$ cat src/rtl/riscv_defines.sv
// Shared core definitions: data width, LSU access sizes, LSU FSM states and
// the alignment rule used to reject requests before they reach memory.
package riscv_defines;

  localparam int unsigned WORD_WIDTH = 32;

  typedef enum logic [1:0] {
    LSU_BYTE = 2'b00,
    LSU_HALF = 2'b01,
    LSU_WORD = 2'b10
  } lsu_size_e;

  typedef enum logic [1:0] {
    LSU_IDLE,
    LSU_WAIT_GNT,
    LSU_WAIT_RVALID
  } lsu_state_e;

  // A request is rejected if its address is not naturally aligned to its
  // size; the reserved size encoding 2'b11 is always rejected.
  function automatic logic lsu_misaligned(input logic [1:0] size,
                                          input logic [1:0] off);
    logic bad;
    case (size)
      LSU_BYTE: bad = 1'b0;
      LSU_HALF: bad = off[0];
      LSU_WORD: bad = (off != 2'b00);
      default:  bad = 1'b1;
    endcase
    return bad;
  endfunction

endpackage

$ cat src/rtl/lsu_data_align.sv
// Combinational lane handling for the LSU: byte enables and store-data lane
// shifting on the request side, load-data extraction and extension on the
// response side.
module lsu_data_align
  import riscv_defines::*;
(
  input  logic [1:0]            req_size_i,
  input  logic [1:0]            req_off_i,
  input  logic [WORD_WIDTH-1:0] req_wdata_i,
  output logic [3:0]            be_o,
  output logic [WORD_WIDTH-1:0] wdata_o,
  input  logic [1:0]            rsp_size_i,
  input  logic [1:0]            rsp_off_i,
  input  logic                  rsp_sign_ext_i,
  input  logic [WORD_WIDTH-1:0] rsp_rdata_i,
  output logic [WORD_WIDTH-1:0] rdata_o
);

  logic [WORD_WIDTH-1:0] rdata_shift;

  // Byte enables follow the access size, shifted to the addressed lane.
  always_comb begin
    be_o = 4'b0000;
    case (req_size_i)
      LSU_BYTE: be_o = 4'b0001 << req_off_i;
      LSU_HALF: be_o = 4'b0011 << {req_off_i[1], 1'b0};
      LSU_WORD: be_o = 4'b1111;
      default:  be_o = 4'b0000;
    endcase
  end

  // Store data moves from the low lanes up to the addressed lane.
  assign wdata_o = req_wdata_i << {req_off_i, 3'b000};

  // Load data moves down to bit 0, then is masked and extended to the size.
  // Word accesses are always aligned, so the shift is a no-op for them.
  always_comb begin
    rdata_shift = rsp_rdata_i >> {rsp_off_i, 3'b000};
    case (rsp_size_i)
      LSU_BYTE: rdata_o = {{24{rsp_sign_ext_i & rdata_shift[7]}}, rdata_shift[7:0]};
      LSU_HALF: rdata_o = {{16{rsp_sign_ext_i & rdata_shift[15]}}, rdata_shift[15:0]};
      default:  rdata_o = rdata_shift;
    endcase
  end

endmodule

$ cat src/rtl/lsu_ctrl.sv
// Load/store unit controller: accepts one EX-stage access at a time, drives
// the data memory req/gnt/rvalid handshake from registered state, and stalls
// the pipeline until the response arrives.
module lsu_ctrl #(
  parameter int unsigned WORD_WIDTH = riscv_defines::WORD_WIDTH
) (
  input  logic                  clk,
  input  logic                  rst_n,
  input  logic                  lsu_req_i,
  input  logic                  lsu_we_i,
  input  logic [1:0]            lsu_size_i,
  input  logic                  lsu_sign_ext_i,
  input  logic [WORD_WIDTH-1:0] lsu_addr_i,
  input  logic [WORD_WIDTH-1:0] lsu_wdata_i,
  output logic                  lsu_stall_o,
  output logic                  lsu_rvalid_o,
  output logic [WORD_WIDTH-1:0] lsu_rdata_o,
  output logic                  lsu_err_o,
  output logic                  data_req_o,
  output logic [WORD_WIDTH-1:0] data_addr_o,
  output logic                  data_we_o,
  output logic [3:0]            data_be_o,
  output logic [WORD_WIDTH-1:0] data_wdata_o,
  input  logic [WORD_WIDTH-1:0] data_rdata_i,
  input  logic                  data_rvalid_i,
  input  logic                  data_gnt_i
);
  import riscv_defines::*;

  lsu_state_e            state_q, state_d;
  logic                  we_q, we_d;
  logic [1:0]            size_q, size_d;
  logic                  sign_q, sign_d;
  logic [1:0]            off_q, off_d;
  logic [WORD_WIDTH-1:0] addr_q, addr_d;
  logic [3:0]            be_q, be_d;
  logic [WORD_WIDTH-1:0] wdata_q, wdata_d;

  logic [3:0]            be_new;
  logic [WORD_WIDTH-1:0] wdata_new;
  logic [WORD_WIDTH-1:0] rdata_ext;
  logic                  misaligned;

  assign misaligned = lsu_misaligned(lsu_size_i, lsu_addr_i[1:0]);

  // Request side is aligned from the live EX inputs so the lane-shifted
  // values can be captured in the accept cycle; response side uses the
  // captured size/offset because EX may have moved on.
  lsu_data_align u_align (
    .req_size_i     (lsu_size_i),
    .req_off_i      (lsu_addr_i[1:0]),
    .req_wdata_i    (lsu_wdata_i),
    .be_o           (be_new),
    .wdata_o        (wdata_new),
    .rsp_size_i     (size_q),
    .rsp_off_i      (off_q),
    .rsp_sign_ext_i (sign_q),
    .rsp_rdata_i    (data_rdata_i),
    .rdata_o        (rdata_ext)
  );

  // State and request registers; reset abandons any access in flight.
  always_ff @(posedge clk or negedge rst_n) begin
    if (!rst_n) begin
      state_q <= LSU_IDLE;
      we_q    <= 1'b0;
      size_q  <= 2'b00;
      sign_q  <= 1'b0;
      off_q   <= 2'b00;
      addr_q  <= '0;
      be_q    <= 4'b0000;
      wdata_q <= '0;
    end else begin
      state_q <= state_d;
      we_q    <= we_d;
      size_q  <= size_d;
      sign_q  <= sign_d;
      off_q   <= off_d;
      addr_q  <= addr_d;
      be_q    <= be_d;
      wdata_q <= wdata_d;
    end
  end

  // Next-state, capture and pipeline-facing handshake outputs.
  always_comb begin
    state_d      = state_q;
    we_d         = we_q;
    size_d       = size_q;
    sign_d       = sign_q;
    off_d        = off_q;
    addr_d       = addr_q;
    be_d         = be_q;
    wdata_d      = wdata_q;
    lsu_stall_o  = 1'b0;
    lsu_rvalid_o = 1'b0;
    lsu_err_o    = 1'b0;
    case (state_q)
      LSU_IDLE: begin
        if (lsu_req_i) begin
          if (misaligned) begin
            lsu_err_o = 1'b1;
          end else begin
            we_d        = lsu_we_i;
            size_d      = lsu_size_i;
            sign_d      = lsu_sign_ext_i;
            off_d       = lsu_addr_i[1:0];
            addr_d      = {lsu_addr_i[WORD_WIDTH-1:2], 2'b00};
            be_d        = be_new;
            wdata_d     = wdata_new;
            lsu_stall_o = 1'b1;
            state_d     = LSU_WAIT_GNT;
          end
        end
      end
      LSU_WAIT_GNT: begin
        lsu_stall_o = 1'b1;
        if (data_gnt_i) state_d = LSU_WAIT_RVALID;
      end
      LSU_WAIT_RVALID: begin
        if (data_rvalid_i) begin
          lsu_rvalid_o = 1'b1;
          state_d      = LSU_IDLE;
        end else begin
          lsu_stall_o = 1'b1;
        end
      end
      default: state_d = LSU_IDLE;
    endcase
  end

  assign data_req_o   = (state_q == LSU_WAIT_GNT);
  assign data_addr_o  = addr_q;
  assign data_we_o    = we_q;
  assign data_be_o    = be_q;
  assign data_wdata_o = wdata_q;
  // Load data is only presented in the completing cycle of a load.
  assign lsu_rdata_o  = (lsu_rvalid_o && !we_q) ? rdata_ext : '0;

endmodule
$ cat config.mk
export PLATFORM = sky130hd
export DESIGN_NAME = lsu_ctrl
export DESIGN_NICKNAME = d
export VERILOG_FILES = /design/src/rtl/riscv_defines.sv /design/src/rtl/lsu_data_align.sv /design/src/rtl/lsu_ctrl.sv
export SDC_FILE = /design/constraint.sdc
export NUM_CORES = 1
export LEC_CHECK = 0
export CAP_MARGIN = 20
export CORE_MARGIN = 5
export CORE_UTILIZATION = 45
export DETAILED_ROUTE_END_ITERATION = 16
export PLACE_DENSITY = 0.87
export SYNTH_ARGS = -nofsm -noshare
export SYNTH_HDL_FRONTEND = slang
export SYNTH_SLANG_ARGS = --single-unit
$ cat constraint.sdc
create_clock -name clk -period 3.9 [get_ports clk]
set_clock_uncertainty 0.1 [all_clocks]
set_input_delay 1.17 -clock clk [delete_from_list [all_inputs] [get_ports clk]]
set_output_delay 1.17 -clock clk [all_outputs]
set_load 0.05 [all_outputs]
* Word level (Yosys, flattened, before mapping) *
Cells that the tools add are included.

operators by class
  muxes and demuxes = 18
  equal/unequal tests = 9
  shifts and indexed selects = 4
  reductions and logical operators = 8
  bitwise logic cells = 3

operator list
  cell                                                   number
  one-hot mux 32 bit (2 select lines)                    1
  two-way mux 32 bit                                     1
  << shifter 32 x 5 -> 32 bit                            1
  right shift 32 x 5 -> 32 bit                           1
  one-hot mux 4 bit (3 select lines)                     1
  two-way mux 1 bit                                      8
  two-way mux 2 bit                                      4
  == test 2 x 1 -> 1 bit, second input constant          3
  logical NOT 2 bit                                      3
  inequality test 2 bit, second input constant           3
  one-hot mux 1 bit (3 select lines)                     2
  one-hot mux 2 bit (3 select lines)                     1
  == test 2 bit, second input constant                   2
  AND reduction 4 bit                                    1
  << shifter 1 x 2 -> 4 bit, first input constant        1
  << shifter 2 x 2 -> 4 bit, first input constant        1
  AND reduction 3 bit                                    1
  bitwise AND 1 bit                                      2
  inequality test 2 x 1 -> 1 bit, second input constant  1
  nonzero test 2 bit                                     1
  logical AND 1 bit                                      1
  logical NOT 1 bit                                      1
  inverter 1 bit                                         1

word-level totals
  output and inout bits = 105
  bits of input ports = 105
  register bits after elaboration = 74
  logic and storage cells = 50

* Logic depth before layout (Yosys ltp) *
  depth in word-level cells = 5
  mapped depth = 6
  depth with buffers taken out = 4

* Modules after synthesis *
From an unflattened synthesis, not the netlist that was laid out.

second synthesis, totals
  cell total of the unflattened synthesis = 405
  area total of the unflattened synthesis = 4,553.1 sq um

by module, submodules not included
  module          area each (sq um)  cells an instance  times used  sequential area each (sq um)
  lsu_ctrl        3,276.9            207                1           1,851.8
  lsu_data_align  1,276.2            198                1           0.0

* Worst setup path before layout *
OpenSTA, ideal clock, no wires.

  kind = input -> output
  start = in data_rvalid_i
  end = out lsu_rdata_o[10]
  arrival = 2.992 ns
  slack = -0.362 ns
  required time = 2.630 ns
  path buffers = 2
  stages on the path = 5
  cell sequence = nand2_1 -> or3_1 -> clkbuf_2 -> buf_2 -> a211oi_1

on the way
  longest elaborated chain between the ends = 4

RTL lines
  what                line             source
  from (decl)         lsu_ctrl.sv:25   input logic data_rvalid_i,
  two-way mux 1 bit   lsu_ctrl.sv:121  if (data_rvalid_i) begin
  two-way mux 1 bit   lsu_ctrl.sv:98   case (state_q)
  logical AND 1 bit   lsu_ctrl.sv:138  assign lsu_rdata_o = (lsu_rvalid_o && !we_q) ? rdata_ext : '0;
  two-way mux 32 bit  lsu_ctrl.sv:138
  to (decl)           lsu_ctrl.sv:17   output logic [WORD_WIDTH-1:0] lsu_rdata_o,

No other way between the ends.

* Worst setup path in the final report *
  start = in data_rdata_i[25]
  end = out lsu_rdata_o[9]

on the way
  longest elaborated chain between the ends = 3

RTL lines
  what                                 line                  source
  from (decl)                          lsu_ctrl.sv:24        input logic [WORD_WIDTH-1:0] data_rdata_i,
  right shift 32 x 5 -> 32 bit         lsu_data_align.sv:38  rdata_shift = rsp_rdata_i >> {rsp_off_i, 3'b000};
  one-hot mux 32 bit (2 select lines)  lsu_data_align.sv:39  case (rsp_size_i)
  two-way mux 32 bit                   lsu_ctrl.sv:138

No other way between the ends.

==> impl_results.md <==
* Result of the run: finished clean
* Count of TritonRoute iterations in the first routing pass at 4
* Crit path launch type: input port
* Post-Synthesis Mean Instance Area at 11.4 um2
* Clock latency on the worst-skew pair at 340 ps
* Cell at the slowest stage of the critical path: sky130_fd_sc_hd__clkdlybuf4s50_1
* Clk buf depth at 2
* Share of total power in sequential cells at 27.9%
* Max Transition Viols Final at 0
* Die outline width at 109 um
* Final setup slack of the worst path at 64.0 ps
* Vias at 4,084
* Final routed wirelength across all metal layers at 14,900 um
* Post-route cell area at 7410 um2
* Data arrival time of the critical path at 2570 ps
* Number of unique standard cell types used by synthesis at 47
* Share of final-layout standard cells stronger than drive strength 1 at 30.8%
* Worst slack at placement at -327 ps
* Category of the most critical setup path: in2out
* Number of storage elements in the synthesis netlist at 74
* Standard-cell rows at 36
* Global placer's final weighted congestion at 0.921
* Comb pwr share at 60.8%
* Clock input transition at the sequential cells of the worst setup and hold paths at 70 ps
* Critical path data required time at 2630 ps
* Cells after synthesis at 384
* Power density over the cells at 608 nW/um2
* Number of max-cap violations at 0
* Worst path bufs/invs at 2
* Power after layout at 0.00451 W
* Total Nets Final at 703
* Fin. Hold Viols at 0
* IO Count at 210
* Max transition margin at 37.6%
* Worst IR drop on VDD at 598 uV
* Largest fanout on the critical path at 3
* Sequential share of the synthesized area at 42.3%
* Cell family with the largest share of critical-path delay: buffers and inverters
* Fraction of post-synthesis cell area in the top cell type by area at 42.3%
* Total net switching power at 0.00216 W
* Post-synthesis cell area at 4380 um2
* Max H-tree Level at 3
* Sort of element at the end of the critical path: output pin
* Clock root buffer master: sky130_fd_sc_hd__clkbuf_8
* Internal power at 0.00235 W
* Largest net degree at the start of global routing at 75
* Global-route wire length before repair at 22,900 um
* First-iteration detailed-routing DRC count at 180
* RSZ-0062 raised after global routing: false
* Count of inserted antenna diode cells at 0
* CTS Hold Bufs at 0
* Effective utilization at floorplan at 45.4%
* Post-synth top area cell: sky130_fd_sc_hd__dfrtp_1
* Warning count from the yosys run at 0
* Wire length per cell at 20.3 um
* Leakage power of the design at 3.09 nW
* Count of flip-flops with a built-in enable after synthesis at 0
* Die area at 11,800 um2
* Most instantiated flip-flop cell in the synthesis netlist: sky130_fd_sc_hd__dfrtp_1
* Actual slew at the worst max-slew pin at 936 ps
* Standard cell area after detailed placement at 7030 um2
* Peak clock frequency supported by timing at 261 MHz
* Detailed Place HPWL at 11,200 um
* Share of total power in the clock network at 11.3%
* CTS Buf Count at 9
* Number of I/O port buffers at 207
* Setup_tns at 0 ps
* Dominant cells by area after synthesis: sky130_fd_sc_hd__dfrtp_1 42%, sky130_fd_sc_hd__mux2_2 20%, sky130_fd_sc_hd__mux2i_1 11%, sky130_fd_sc_hd__o211ai_1 2.9%, sky130_fd_sc_hd__a211oi_1 2.6%
* Switching power as a share of total power at 47.9%
* Overall Global Routing Usage at 25.1%
* Area grow syn2layout at 69.3%
* Clock tree from TritonCTS: done
* Total of endpoints with negative setup slack in the final report at 0
* Floorplan die height at 109 um
* Tightest Hold Check Type: reg2reg
* Sinks on the clock net at 74
* Ys async rst share at 100%
* Std-Cell Core Area at 9640 um2
* Number of global-route vias before repair at 4,323
* Period minus WS final at 3840 ps
* Number of antenna violations at the first check in global routing at 0
* Number of vias per cell after detailed routing at 5.56
* Total congestion overflow after global routing at 0
* Remaining design rule violation count at 0
* Chain of cells forming the critical path: clkdlybuf4s50_1 -> mux2_2 -> a221oi_2 -> a211oi_4 -> buf_12
* Share of the clock period used by the worst path at 98.4%
* Largest stage delay on the critical path at 470 ps
* Antenna Violating Nets Remaining at 0
[power by group through the flow]
stage / Clock, W / Sequential, W / Combinational, W
3_3_place_gp: 0 / 0.00124 / 0.00256
4_1_cts: 0.000527 / 0.00125 / 0.00271
2_1_floorplan: 0 / 0.00210 / 0.000782
3_5_place_dp: 0 / 0.00126 / 0.00260
5_1_grt: 0.000563 / 0.00129 / 0.00286
6_report: 0.000511 / 0.00126 / 0.00274
[final cells by class]
cell class,instances,area [um2]
flip-flops and latches,74,1850
multi-input cells,265,2490
well taps,133,166
clock buffers,11,141
clock inverters,3,17.5
repair buffers,238,2700
inverters,10,37.5
fillers,625,2230
[synth_stat cells, types with 9 or more instances]
library cell / number
sky130_fd_sc_hd__mux2_2: 76
sky130_fd_sc_hd__dfrtp_1: 74
sky130_fd_sc_hd__mux2i_1: 47
sky130_fd_sc_hd__nor2_1: 19
sky130_fd_sc_hd__o211ai_1: 17
sky130_fd_sc_hd__buf_2: 16
sky130_fd_sc_hd__nand2_1: 16
sky130_fd_sc_hd__a211oi_1: 15
sky130_fd_sc_hd__clkbuf_1: 12
sky130_fd_sc_hd__inv_1: 10
sky130_fd_sc_hd__nand3_1: 9
sky130_fd_sc_hd__nand4_1: 9
[path summary, 6_finish.rpt]
| check | startpoint | to | slack (ps) | cells after the start |
|---|---|---|---|---|
| setup / recovery | data_rdata_i[25] | lsu_rdata_o[9] | 60 | 5 |
| setup reg to reg | state_q[0]$_DFFE_PN0P_ | data_addr_o[26]$_DFFE_PN0P_ | 1830 | 5 |
| min in group asynchronous | rst_n | data_wdata_o[18]$_DFFE_PN0P_ | 850 | 1 |
| hold / removal | data_be_o[2]$_DFFE_PN0P_ | data_be_o[2]$_DFFE_PN0P_ | 400 | 1 |
| max in group asynchronous | rst_n | off_q[0]$_DFFE_PN0P_ | 2180 | 1 |
| hold reg to reg | data_be_o[2]$_DFFE_PN0P_ | data_be_o[2]$_DFFE_PN0P_ | 400 | 1 |
[stage by stage]
stage	hold WS, ps	utilization, %	instances
after detailed placement	384	72.9	719
after floorplan	509	-	385
after global routing	416	76.9	734
after CTS	404	76.5	734
after global placement	384	72.9	719
final	402	76.9	734
[layout by cell type (no fill, tap or decap), drive strengths merged, types with 2 or more instances in the layout]
| master | instances |
|---|---|
| a22o | 2 |
| nand2b | 3 |
| nand3b | 2 |
| o2bb2ai | 7 |
| dlygate4sd2 | 4 |
| a221oi | 8 |
| nor2 | 19 |
| mux2 | 77 |
| inv | 10 |
| nor3b | 2 |
| nand2 | 16 |
| mux2i | 47 |
| nor2b | 4 |
| a221o | 2 |
| a211oi | 15 |
| conb | 2 |
| nand4 | 9 |
| clkdlybuf4s50 | 166 |
| o211ai | 17 |
| a21oi | 3 |
| nand3 | 10 |
| o21ai | 4 |
| buf | 66 |
| clkinv | 2 |
| clkbuf | 12 |
| dfrtp | 74 |
[state kept, by name, summed over array words and instances (netlist names)]
name	cells
off_q	2
size_q	2
data_addr_o	30
data_be_o	4
sign_q	1
data_we_o	1
data_wdata_o	32
state_q	2
[kinds of logic after synthesis]
kind of cell	synth area share, %
muxes	30.6
buffers and inverters	5.37
AOI/OAI and AO/OA	12.1
xor gates and xnor gates	0.400
and+or+nand+nor	9.12
other	0.0857
DFF	42.3
[what timing repair did]
| item | CTS | global route |
|---|---|---|
| resized for setup | 37 | 11 |
| cloned | 1 | 0 |
| pin swaps | 6 | 4 |
| setup buffers | 0 | 0 |
| endpoints found under the setup margin | 32 | 17 |
[metal layers]
| metal | routed length [um] | up-vias | global-route usage [%] |
|---|---|---|---|
| li1 | - | 1838 | - |
| met1 | 5300 | 1972 | 27.6 |
| met2 | 7450 | 228 | 42.7 |
| met3 | 1470 | 46 | 8.29 |
| met4 | 664 | 0 | 13.6 |
| met5 | 0 | - | 0 |
(Power assumes the default switching activity.)
